$ cat src/rtl/gate_op_pkg.sv
// Shared op-code definitions for the gate_op logic unit.
// Purely declarative: no latency, no flow control.
package gate_op_pkg;
   localparam int OP_W = 3;

   localparam logic [OP_W-1:0] OP_AND  = 3'd0;
   localparam logic [OP_W-1:0] OP_OR   = 3'd1;
   localparam logic [OP_W-1:0] OP_NAND = 3'd2;
   localparam logic [OP_W-1:0] OP_NOR  = 3'd3;
   localparam logic [OP_W-1:0] OP_XOR  = 3'd4;
   localparam logic [OP_W-1:0] OP_XNOR = 3'd5;
   localparam logic [OP_W-1:0] OP_NOT  = 3'd6;
   localparam logic [OP_W-1:0] OP_MUX  = 3'd7;
endpackage

$ cat src/rtl/gate_op_core.sv
// Bitwise logic core: one of eight ops applied to WIDTH-bit operands.
// Combinational, zero latency, no flow control.
module gate_op_core
   import gate_op_pkg::*;
#(
   parameter int WIDTH = 8
) (
   input  logic [OP_W-1:0]  op,
   input  logic [WIDTH-1:0] a,
   input  logic [WIDTH-1:0] b,
   input  logic [WIDTH-1:0] s,
   output logic [WIDTH-1:0] y
);

   always_comb begin
      y = '0;
      case (op)
         OP_AND:  y = a & b;
         OP_OR:   y = a | b;
         OP_NAND: y = ~(a & b);
         OP_NOR:  y = ~(a | b);
         OP_XOR:  y = a ^ b;
         OP_XNOR: y = ~(a ^ b);
         OP_NOT:  y = ~a;
         OP_MUX:  y = (s & b) | (~s & a);
         default: y = '0;
      endcase
   end

endmodule

$ cat src/rtl/gate_op_pipe.sv
// Two-stage registered logic unit, 2-cycle latency, 1 beat/cycle; stalls hold S2 and
// fill S1, then in_ready drops. GATE_OP_PIPE_COUNT_EN adds a saturating beat_count.
module gate_op_pipe
   import gate_op_pkg::*;
#(
   parameter int WIDTH = 8
) (
   input  logic             clk,
   input  logic             rst,
   input  logic             in_valid,
   output logic             in_ready,
   input  logic [OP_W-1:0]  in_op,
   input  logic [WIDTH-1:0] in_a,
   input  logic [WIDTH-1:0] in_b,
   input  logic [WIDTH-1:0] in_s,
   output logic             out_valid,
   input  logic             out_ready,
   output logic [WIDTH-1:0] out_y,
   output logic             out_zero,
`ifdef GATE_OP_PIPE_COUNT_EN
   output logic             out_parity,
   output logic [15:0]      beat_count
`else
   output logic             out_parity
`endif
);

   logic             s1_valid;
   logic [OP_W-1:0]  s1_op;
   logic [WIDTH-1:0] s1_a;
   logic [WIDTH-1:0] s1_b;
   logic [WIDTH-1:0] s1_s;
   logic             s2_valid;
   logic             s2_load;
   logic             s1_adv;
   logic             accept;
   logic [WIDTH-1:0] core_y;

   assign s2_load  = !s2_valid || out_ready;
   assign s1_adv   = s1_valid && s2_load;
   assign in_ready = !s1_valid || s2_load;
   assign accept   = in_valid && in_ready;

   always_ff @(posedge clk or posedge rst) begin
      if (rst) begin
         s1_valid <= 1'b0;
         s1_op    <= '0;
         s1_a     <= '0;
         s1_b     <= '0;
         s1_s     <= '0;
      end else if (accept) begin
         s1_valid <= 1'b1;
         s1_op    <= in_op;
         s1_a     <= in_a;
         s1_b     <= in_b;
         s1_s     <= in_s;
      end else if (s1_adv) begin
         s1_valid <= 1'b0;
      end
   end

   gate_op_core #(
      .WIDTH (WIDTH)
   ) u_core (
      .op (s1_op),
      .a  (s1_a),
      .b  (s1_b),
      .s  (s1_s),
      .y  (core_y)
   );

   // Result registers keep their last value across bubbles so out_y stays deterministic.
   always_ff @(posedge clk or posedge rst) begin
      if (rst) begin
         s2_valid   <= 1'b0;
         out_y      <= '0;
         out_zero   <= 1'b1;
         out_parity <= 1'b0;
      end else if (s2_load) begin
         s2_valid <= s1_valid;
         if (s1_valid) begin
            out_y      <= core_y;
            out_zero   <= (core_y == '0);
            out_parity <= ^core_y;
         end
      end
   end

   assign out_valid = s2_valid;

`ifdef GATE_OP_PIPE_COUNT_EN
   always_ff @(posedge clk or posedge rst) begin
      if (rst) begin
         beat_count <= 16'd0;
      end else if (out_valid && out_ready && (beat_count != 16'hFFFF)) begin
         beat_count <= beat_count + 16'd1;
      end
   end
`endif

endmodule
$ cat config.mk
export PLATFORM = sky130hd
export DESIGN_NAME = gate_op_pipe
export DESIGN_NICKNAME = d
export VERILOG_FILES = /design/src/rtl/gate_op_pkg.sv /design/src/rtl/gate_op_core.sv /design/src/rtl/gate_op_pipe.sv
export SDC_FILE = /design/constraint.sdc
export NUM_CORES = 1
export LEC_CHECK = 0
export ABC_CLOCK_PERIOD_IN_PS = 7100
export BUFFER_PORTS_ARGS = -buffer_cell sky130_fd_sc_hd__clkbuf_2
export CAP_MARGIN = 0
export CORE_MARGIN = 1.5
export CORE_UTILIZATION = 30
export DETAILED_ROUTE_END_ITERATION = 8
export SETUP_SLACK_MARGIN = 0.1
export SLEW_MARGIN = 10
export SYNTH_ARGS = -nofsm -noshare
export SYNTH_HDL_FRONTEND = slang
export SYNTH_SLANG_ARGS = --single-unit
$ cat constraint.sdc
create_clock -name clk -period 7.1 [get_ports clk]
set_clock_uncertainty 0.05 [all_clocks]
set_input_delay 1.42 -clock clk [delete_from_list [all_inputs] [get_ports clk]]
set_output_delay 1.42 -clock clk [all_outputs]
set_load 0.05 [all_outputs]
==> run_results.csv <==
group,metric,value,unit
status,outcome,"completed",
route,wirelength,5284,um
logic_synthesis,seq_area_frac_synth,36.39,%
clock_network,root_buffer,"clkbuf_8",
setup_path,path_class,"primary input to primary output",
die,die_x,97.61,um
clock_network,postCtsSetupRepairBufs,0,
logic_synthesis,ys_ff_latch,39,
setup_path,cp_max_fo,3,
layout,area.growth.synth_to_final,11.79,%
route,first_iter_violations,86,
hold_path,hp-class,"register to register",
timing,slew_headroom,42.46,%
grt,grt_antenna_before_repair,0,
job,maxCapViolCount,0,
logic_synthesis,ys_types,41,
route,drc,0,
timing,grt_setup_unrepaired,"no",
grt,grt-ovfl-total,0,
die,coreArea,0.008678,sq mm
route,num_vias,1934,
clock_network,clock_latency,290,ps
logic_synthesis,synthFlopType,"dfrtp_1",
setup_path,critical_path.top_delay_family,"buffers and inverters",
grt,grt_pass1_vias,1893,
setup_path,ff2ff_setup_slack,4160,ps
setup_path,cpPeakStageDelay,270,ps
setup_path,crit_cells,3,
grt,grt-busiest-layer,"met2",
logic_synthesis,syn_area,0.002685,sq mm
clock_network,numCtsBuffers,5,
layout,fillCellCount,899,
setup_path,crit_start,"out_ready",
timing,drv_slew,0,
timing,setup_tns,0,ps
layout,diodes,0,
placement,dp_cells,387,
route,vias_per_cell,4.896,
grt,grt_max_degree,40,
power,vdd.ir_drop.worst,0.00009478,V
logic_synthesis,synth_largest_area_cell,"dfrtp_1",
clock_network,postCtsResizedCells,0,
timing,fmax,290.9,MHz
logic_synthesis,yosys.area.top_type_share,35.41,%
route,drt_pass1_iterations,4,
setup_path,crit_top_cell,"clkbuf_2",
setup_path,cp-start-kind,"primary input",
die,row_count,34,
layout,final_cell_mix,"clkbuf_2 (42), dfrtp_1 (38), mux2_1 (20), ha_1 (20), inv_1 (17)",
timing,postLayoutSetupSlackWorst,3662,ps
timing,period_minus_slack,3438,ps
grt,use_met3,3.094,%
setup_path,crit_slowest_cell,"clkbuf_2",
clock_network,htree_levels,2,
die,io_pins,43,
grt,grt_use_total,11.89,%
die,start_util,30.94,%
timing,min_period_over_period,48.42,%
logic_synthesis,synthArstFlopShare,100.0,%
logic_synthesis,avgSynthCellArea,10.74,sq um
power,leakage,1.370,nW
route,ant_nets,0,
power,power-per-cell-area,284.1,mW/mm^2
timing,tightest_slew,863.1,ps
clock_network,cts_tree,"yes",
setup_path,crit_path_end_kind,"primary output",
setup_path,crit_required,5630,ps
setup_path,reg2reg_depth,8,
layout,nNetsFinal,337,
placement,port-buffer-count,42,
layout,layout_commonest_cell,"clkbuf_2",
setup_path,rr_endpoint,"out_parity",
clock_network,clock-sinks,39,
placement,dpl_worst_slack,3661,ps
clock_network,path_clk_slew,70,ps
clock_network,clk_path_buf_depth,2,
grt,grtUsageMet2,18.00,%
setup_path,crit_path_end,"in_ready",
placement,hpwl,3811,um
setup_path,cp.arrival,1970,ps
timing,holdWs,431.9,ps
logic_synthesis,synth-edff-count,0,
logic_synthesis,synth_area_leaders,"dfrtp_1 (35%), ha_1 (9.3%), mux2_1 (8.4%), mux2_2 (5.5%), a221oi_2 (3.4%)",
timing,setup_viol,0,
logic_synthesis,ys_warn_count,0,
die,dieArea,0.009527,sq mm
clock_network,cts_hold_buf,0,
grt,grtUsageMet1,16.54,%
timing,hold_violations,0,
layout,drive_gt1_share,27.87,%
setup_path,crit_buf_inv,2,
placement,place_congestion,0.7268,
logic_synthesis,syn_inst,250,
logic_synthesis,synth_nets,301,
layout,final_core_util,34.59,%
grt,grt_first_pass_wirelength,9342,um
setup_path,r2r_start,"s1_op[1]",
route,wire_per_inst,13.38,um
setup_path,worstPathCellList,"clkbuf_2, nand3b_1, clkbuf_2",
layout,fin_cells,395,
die,die_h,97.61,um
==> metal layers <==
layer / vias up / share of wire (%)
met2: 33 / 45
met4: 0 / 1.2
met1: 923 / 50
met5: - / 0
li1: 971 / -
met3: 7 / 4.4
==> per-stage QoR <==
step	total power [mW]	instance area, sq um
final	0.8528	3002
after global routing	0.9200	3002
after floorplan	0.6350	2685
after global placement	0.6955	2910
after CTS	0.8657	3002
after detailed placement	0.7045	2910
==> power by group <==
part	total, mW	switching, mW	internal, mW
combinational	0.379	0.214	0.165
sequential	0.317	0.0516	0.265
clock	0.157	0.0781	0.0784
total	0.853	0.344	0.509
==> area by class of cell <==
class / count / area [sq um] / area share, %
inverters: 17 / 63.81 / 2.126
flip-flops and latches: 39 / 977.2 / 32.56
multi-input cells: 179 / 1509 / 50.27
clock buffers: 7 / 86.33 / 2.876
clock inverters: 1 / 5.005 / 0.1667
well taps: 108 / 135.1 / 4.502
repair buffers: 44 / 225.2 / 7.503
==> sequential cells by signal, indices dropped and copies added, names as in the netlist <==
signal,count
s1_valid,1
s1_op,3
s1_s,8
s1_a,8
out_valid,1
out_y,8
out_zero,1
s1_b,8
out_parity,1
==> kinds of logic (layout without fill, tap and decap cells) <==
kind of cell / Yosys count / count (layout) / share of synthesized area, %
compound gates: 64 / 64 / 19.43
xor+xnor: 3 / 3 / 0.9787
fa+ha+maj: 20 / 20 / 9.320
buf+inv: 32 / 69 / 7.409
flops: 39 / 39 / 36.39
mux: 35 / 35 / 14.59
simple gates: 57 / 57 / 11.88
==> cell usage after synthesis (7+ instances only) <==
library cell  number
ha_1              20
mux2_2            13
mux2_1            20
nand2_1           16
dfrtp_1           38
nor2_1            10
nand2b_1          12
a21oi_1           10
inv_1             17
o21ai_1            7
==> worst min-delay path by stage <==
stage	from	end	slack, ps	cells past startpoint
floorplan	s1_s[5]	s1_s[5]	430	1
CTS	out_zero	out_zero	440	2
detailed placement	out_parity	out_parity	430	2
global route	out_parity	out_parity	470	2
global placement	out_zero	out_zero	430	2
finish	out_zero	out_zero	430	2
==> worst min-delay path, cell delays in order (launching register included) <==
cell and delay [ps]:
dfstp_2 370, nand2_1 40, o21ai_0 70
Note: power is estimated with default switching activity, not from simulation.
